$ cat config.mk
export PLATFORM = sky130hd
export DESIGN_NAME = seven_seg_scan_ctrl
export DESIGN_NICKNAME = d
export VERILOG_FILES = /design/src/rtl/seven_seg_scan_ctrl.sv
export SDC_FILE = /design/constraint.sdc
export NUM_CORES = 1
export LEC_CHECK = 0
export ABC_AREA = 1
export CAP_MARGIN = 20
export CORE_AREA = 2 2 79 81
export DETAILED_ROUTE_END_ITERATION = 12
export DIE_AREA = 0 0 81 83
export HOLD_SLACK_MARGIN = 0.08
export PLACE_DENSITY = 0.88
export SLEW_MARGIN = 10
export SYNTH_ARGS = -nofsm -noshare
export SYNTH_HDL_FRONTEND = slang
export SYNTH_SLANG_ARGS = --single-unit
$ cat constraint.sdc
create_clock -name i_clk -period 2.76 [get_ports i_clk]
set_input_delay 0.552 -clock i_clk [delete_from_list [all_inputs] [get_ports i_clk]]
set_output_delay 0.552 -clock i_clk [all_outputs]
set_load 0.01 [all_outputs]
$ cat src/rtl/seven_seg_scan_ctrl.sv
// Four-digit multiplexed 7-segment scan controller: prescaled digit scan,
// double-buffered value load committed at frame boundaries, optional leading-zero blanking.
module seven_seg_scan_ctrl #(
   parameter int unsigned SCAN_DIV   = 50000,
   parameter bit          BLANK_LEAD = 1'b1
) (
   input  logic        i_clk,
   input  logic        i_rst_n,
   input  logic        i_enable,
   input  logic [15:0] i_value_in,
   input  logic [3:0]  i_dp_in,
   input  logic        i_load,
   output logic        o_ready,
   output logic [7:0]  o_seg,
   output logic [3:0]  o_dig,
   output logic        o_frame_tick
);
   // state   | meaning
   // ST_IDLE | nothing staged; ready=1, a load is accepted
   // ST_PEND | staged value waits for the next frame boundary; ready=0

   localparam int unsigned   PW        = (SCAN_DIV > 2) ? $clog2(SCAN_DIV) : 1;
   localparam logic [PW-1:0] PRESC_MAX = PW'(SCAN_DIV - 1);

   typedef enum logic {
      ST_IDLE = 1'b0,
      ST_PEND = 1'b1
   } load_state_t;

   load_state_t   r_state;
   load_state_t   w_state_nxt;
   logic [PW-1:0] r_presc;
   logic [1:0]    r_slot;
   logic [15:0]   r_stage;
   logic [3:0]    r_dp_stage;
   logic [15:0]   r_shadow;
   logic [3:0]    r_dp_shadow;
   logic [7:0]    r_seg;
   logic [3:0]    r_dig;
   logic          r_frame_tick;

   logic          w_wrap;
   logic          w_boundary;
   logic          w_accept;
   logic          w_commit;
   logic [3:0]    w_digit;
   logic          w_dp_sel;
   logic          w_lead_zero;
   logic [6:0]    w_pattern;

   assign w_wrap     = i_enable && (r_presc == PRESC_MAX);
   assign w_boundary = w_wrap && (r_slot == 2'd3);

   always_ff @(posedge i_clk or negedge i_rst_n) begin
      if (!i_rst_n) begin
         r_presc <= '0;
         r_slot  <= 2'd0;
      end else if (w_wrap) begin
         r_presc <= '0;
         r_slot  <= r_slot + 2'd1;
      end else if (i_enable) begin
         r_presc <= r_presc + PW'(1);
      end
   end

   always_ff @(posedge i_clk or negedge i_rst_n) begin
      if (!i_rst_n) begin
         r_state <= ST_IDLE;
      end else begin
         r_state <= w_state_nxt;
      end
   end

   always_comb begin
      w_state_nxt = r_state;
      w_accept    = 1'b0;
      w_commit    = 1'b0;
      case (r_state)
         ST_IDLE: begin
            if (i_load) begin
               w_accept    = 1'b1;
               w_state_nxt = ST_PEND;
            end
         end
         ST_PEND: begin
            // A load taken in a boundary cycle lands here too late to commit; it waits a full frame.
            if (w_boundary) begin
               w_commit    = 1'b1;
               w_state_nxt = ST_IDLE;
            end
         end
         default: w_state_nxt = ST_IDLE;
      endcase
   end

   always_ff @(posedge i_clk or negedge i_rst_n) begin
      if (!i_rst_n) begin
         r_stage     <= 16'h0000;
         r_dp_stage  <= 4'h0;
         r_shadow    <= 16'h0000;
         r_dp_shadow <= 4'h0;
      end else begin
         if (w_accept) begin
            r_stage    <= i_value_in;
            r_dp_stage <= i_dp_in;
         end
         if (w_commit) begin
            r_shadow    <= r_stage;
            r_dp_shadow <= r_dp_stage;
         end
      end
   end

   always_comb begin
      w_digit     = 4'h0;
      w_dp_sel    = 1'b0;
      w_lead_zero = 1'b0;
      case (r_slot)
         2'd0: begin
            w_digit  = r_shadow[3:0];
            w_dp_sel = r_dp_shadow[0];
         end
         2'd1: begin
            w_digit     = r_shadow[7:4];
            w_dp_sel    = r_dp_shadow[1];
            w_lead_zero = (r_shadow[15:4] == 12'h000);
         end
         2'd2: begin
            w_digit     = r_shadow[11:8];
            w_dp_sel    = r_dp_shadow[2];
            w_lead_zero = (r_shadow[15:8] == 8'h00);
         end
         default: begin
            w_digit     = r_shadow[15:12];
            w_dp_sel    = r_dp_shadow[3];
            w_lead_zero = (r_shadow[15:12] == 4'h0);
         end
      endcase
   end

   // Segment order gfedcba, active-low.
   always_comb begin
      w_pattern = 7'b1111111;
      case (w_digit)
         4'd0:    w_pattern = 7'b1000000;
         4'd1:    w_pattern = 7'b1111001;
         4'd2:    w_pattern = 7'b0100100;
         4'd3:    w_pattern = 7'b0110000;
         4'd4:    w_pattern = 7'b0011001;
         4'd5:    w_pattern = 7'b0010010;
         4'd6:    w_pattern = 7'b0000010;
         4'd7:    w_pattern = 7'b1111000;
         4'd8:    w_pattern = 7'b0000000;
         4'd9:    w_pattern = 7'b0010000;
         default: w_pattern = 7'b1111111;
      endcase
      if (BLANK_LEAD && w_lead_zero) begin
         w_pattern = 7'b1111111;
      end
   end

   always_ff @(posedge i_clk or negedge i_rst_n) begin
      if (!i_rst_n) begin
         r_dig        <= 4'b1111;
         r_seg        <= 8'hFF;
         r_frame_tick <= 1'b0;
      end else begin
         r_frame_tick <= w_boundary;
         if (i_enable) begin
            r_dig <= ~(4'b0001 << r_slot);
            r_seg <= {~w_dp_sel, w_pattern};
         end else begin
            r_dig <= 4'b1111;
            r_seg <= 8'hFF;
         end
      end
   end

   assign o_ready      = (r_state == ST_IDLE);
   assign o_seg        = r_seg;
   assign o_dig        = r_dig;
   assign o_frame_tick = r_frame_tick;

endmodule
# Word level (Yosys, flattened, before mapping)
# Memories as Yosys holds them, arrays and structs flattened.
# Index checks and enable logic that the tools add are counted.
[classes]
n_addsub = 2
multipliers = 0
n_div = 0
order_cmp = 0
n_eq_ne = 4
n_shift = 1
muxes = 14
bitwise = 3
n_reduce_logical = 7
[op_table]
columns = ["operator", "n"]
rows = [
  ["$mux 16", 2],
  ["$add 16x1->16 const B", 1],
  ["$eq 16x16->1 const B", 1],
  ["$logic_not 12->1", 1],
  ["$pmux 4 s3", 1],
  ["$logic_not 8->1", 1],
  ["$mux 8", 1],
  ["$mux 7", 1],
  ["$pmux 1 s3", 2],
  ["$mux 1", 5],
  ["$eq 2x2->1 const B", 2],
  ["$logic_not 4->1", 1],
  ["$mux 4", 1],
  ["$not 4->4", 1],
  ["$shl 1x2->4 const A", 1],
  ["$add 2x1->2 const B", 1],
  ["$eq 2x1->1 const B", 1],
  ["$logic_and 1x1->1", 2],
  ["$logic_not 2->1", 1],
  ["$not 1->1", 2],
  ["$pmux 1 s2", 1],
  ["$reduce_bool 2->1", 1],
]
[totals]
regBits = 72
latchBits = 0
mem_bits_rw = 0
mem_bits_ro = 112
elab_cells = 42
memories = 1
[memory_table]
columns = ["name", "words", "width", "read_ports", "rd_ports_with_merged_regs", "write_ports", "line", "rtl"]
rows = [
  ["(no name shown)", 16, 7, 1, 0, 0, "144", "case (w_digit)"],
]

# Longest topological paths before layout
[depth]
depth_word = 5
mapped_depth = 13

# Worst setup path after synthesis
# Ideal clock, no wire load.
[synth_path]
kind = "reg-to-reg"
from = "register r_slot[0]"
to = "register r_seg[1], in the netlist o_seg[1]"
arrival_ps = 1783
required_ps = 2700
setup_slack_ps = 917
stages_incl_launch_ff = 11
n_path_buf = 0
cell_sequence = "dfrtp_1 > inv_1 > ha_1 > nand2_1 > nand2_1 > nor2_1 > nor2_1 > inv_1 > ha_1 > or2_2 > nand2_1"
[synth_between]
elab_chain_len = 5
elab_cells_between_ends = 8
[synth_lines]
columns = ["item", "line", "rtl"]
rows = [
  ["from (decl)", "33", "logic [1:0] r_slot;"],
  ["from (signal assigned)", "60", "r_slot <= r_slot + 2'd1;"],
  ["$eq 2x2->1 (tied with other cells)", "118", "case (r_slot)"],
  ["$pmux 4 s3", "118", ""],
  ["$mem_v2 16x7", "-", ""],
  ["$mux 7 *", "157", "if (BLANK_LEAD && w_lead_zero) begin"],
  ["$mux 8 *", "169", "if (i_enable) begin"],
  ["to (signal assigned)", "171", "r_seg <= {~w_dp_sel, w_pattern};"],
  ["to (decl)", "38", "logic [7:0] r_seg;"],
]
# Mark *: on every way between the ends. The rest lies on a longest branch, timed or not.
# A chain may end at the register's enable or synchronous reset.

# Worst setup path in the final report
# Ends and elaborated chain as after synthesis.

==> reports/metrics.cfg <==
[sta]
skew_ns = 0.007510
finalSetupTns_ns = 0
period_minus_slack_ns = 2.115
fmax_mhz = 472.9
finalCritPeriodShare_pct = 76.62
rsz0062_at_grt = no
finalSetupViolations = 0
tightest_slew_ns = 0.4850
final_max_slew_viol_count = 0
hold_ws_ns = 0.2180
hold_viol = 0
fin_ws_ns = 0.6452
relSlewSlack_pct = 67.45

[clock_tree]
clkSinkCount = 72
path_clk_slew_ns = 0.08
ctsResizeCount = 0
insertion_delay_ns = 0.34
ctsRootBufferMaster = clkbuf_8
cts_htree_levels = 3
cts_buffer_depth = 2
post_cts_buffers = 0
cts_buffers = 9
cts_tree = built
ctsHoldBuffers = 0

[power]
p_leak_nw = 2.073
ir_drop_v = 0.0004553
p_per_area_nw_per_um2 = 616.8

[setup_path]
crit_arrival_ns = 2.40
slowest_delay_ns = 0.41
r2r_slack_ns = 0.65
worstPathRequired_ns = 3.05
path_max_fanout = 6
reg2reg_to = o_seg[1]
critPathMostFrequentCell = nand2_1
cp_cell_sequence = inv_1 > ha_1 > nand2_1 > nand2_1 > o22ai_2 > inv_1 > ha_1 > or2_2 > nand2_1
regToRegStartpoint = r_slot[0]
reg2reg_depth = 9
slowest_stage = dfrtp_1
end_kind = flip-flop
cp-start-kind = flip-flop
path_class = flip-flop to flip-flop

[cells_and_area]
drive_gt1_share_pct = 17.14
multi_input_area_sq_um = 1435
nFillCells = 472
n_antenna_cell = 0
area_delta_synth_final_pct = 19.23
regArea_sq_um = 1817
final_util_pct = 70.98
final_area_sq_um = 4128
nets = 454

[floorplan]
core_sq_um = 5816
initial_core_util_pct = 59.53
rows = 28
die_x_um = 81
dieArea_sq_um = 6723
ioPinCount = 38
fp.dieH_um = 83

[placed_design]
place_area_sq_um = 3908
gp_congestion = 0.8522
pre_cts_ws_ns = 0.5649
dp.final_hpwl_um = 4759
portBuffers = 37

[yosys]
ys_ff_latch = 72
synth_top_area_cell = dfrtp_1
synth.top_cells.by_count = nand2_1, dfrtp_1, inv_1
async_flop_share_pct = 100.0
synth.yosys.seq_area_share_pct = 52.48
synth.most_common_cell = nand2_1
synth_enable_flop_cells = 0
netlist.area_leader.share_pct = 43.37
synthCells = 379
synth-main-ff-cell = dfrtp_1
ys.warnings.count = 0
synth_area_per_cell_sq_um = 9.135
synth_area_leaders = dfrtp_1, nand2_1, dfstp_2
ys_types = 29
synth_area_sq_um = 3462
syn-num-nets = 412

[grt]
first_global_vias = 2714
grt_usage_pct = 22.88
gr-total-overflow = 0
grt_max_degree = 73
antenna_found_initial = 0
grt_pass1_wl_um = 12000

[flow_run]
maxCapViolations = 0

[min_path]
worstHoldPathType = input port to asynchronous set/reset pin

[detailed_routing]
ant_nets = 0
num_vias = 2722
drtIter0Drc = 115
wire_per_inst_um = 13.66
first_pass_iters = 5
vias_per_cell = 5.433
finalWirelength_um = 6843
drc_errors = 0

[outcome]
status = finished clean

[where the power goes]
part	switching [mW]	internal, mW	leakage, nW
logic	0.216	0.155	1.09
clock network	0.391	0.529	0.112
registers	0.0969	1.16	0.876
[worst max-delay path: cells and delay by family, from the launching register on]
kind / cells / cell delay [ns]
DFF: 1 / 0.41
AOI/OAI and AO/OA: 1 / 0.27
buffers and inverters: 2 / 0.23
adders and majority gates: 2 / 0.63
and+or+nand+nor: 4 / 0.52
[routing by layer]
metal	wire length [um]	vias up	GRT usage [%]
li1	-	1312	-
met4	93	0	6.471
met1	2954	1305	29.00
met5	0	-	0
met2	3390	92	38.24
met3	405	13	6.087
[layout by cell type, fill, tap and decap left out, drive strengths merged, types with 10 or more instances in the layout]
cell type / instances
clkbuf: 10
clkdlybuf4s50: 36
dfrtp: 60
dfstp: 12
inv: 37
mux2: 20
nand2: 115
nand3: 19
nand4: 24
nor2: 30
o21ai: 10
[per-stage QoR]
stage                     total power, mW  cells
after detailed placement            1.641    485
final                               2.546    501
after floorplan                     1.500    379
after CTS                           2.557    501
after global placement              1.628    485
after global routing                2.682    501
[area by class of cell]
cell class                 count  area share, %
sequential                    72          44.01
inverter                      37          3.365
timing repair buffer          43          10.25
multi-input combinational    258          34.77
clock inverter                 6          2.001
clock buffer                  10          3.334
tap                           75          2.273
[logic make-up (layout without fill, tap and decap cells)]
family                   count (synthesis)  after routing  synth area share [%]
multiplexers                            20             20                 6.505
AND/OR/NAND/NOR                        201            201                 26.27
flip-flops                              72             72                 52.48
XOR/XNOR                                 8              8                 2.024
adder cells (fa/ha/maj)                  9              9                 3.253
buffers and inverters                   49             96                 6.071
AO/OA/AOI/OAI                           20             20                 3.397
[how the worst max path moves through the flow]
stage	from	to	cells past startpoint
after floorplan	r_slot[0]	o_seg[1]	10
after global placement	i_enable	r_shadow[13]	5
after detailed placement	i_enable	r_shadow[15]	5
after CTS	r_slot[0]	o_seg[1]	9
after global routing	r_slot[0]	o_seg[1]	10
final	r_slot[0]	o_seg[1]	9
[flip-flops by register name, summed over array words and instances (netlist names)]
name,count
r_presc,16
r_shadow,16
r_stage,16
o_seg,8
o_dig,4
r_dp_shadow,4
r_dp_stage,4
r_slot,2
o_frame_tick,1
r_state,1
No activity file was read; power rests on OpenSTA's default activity.
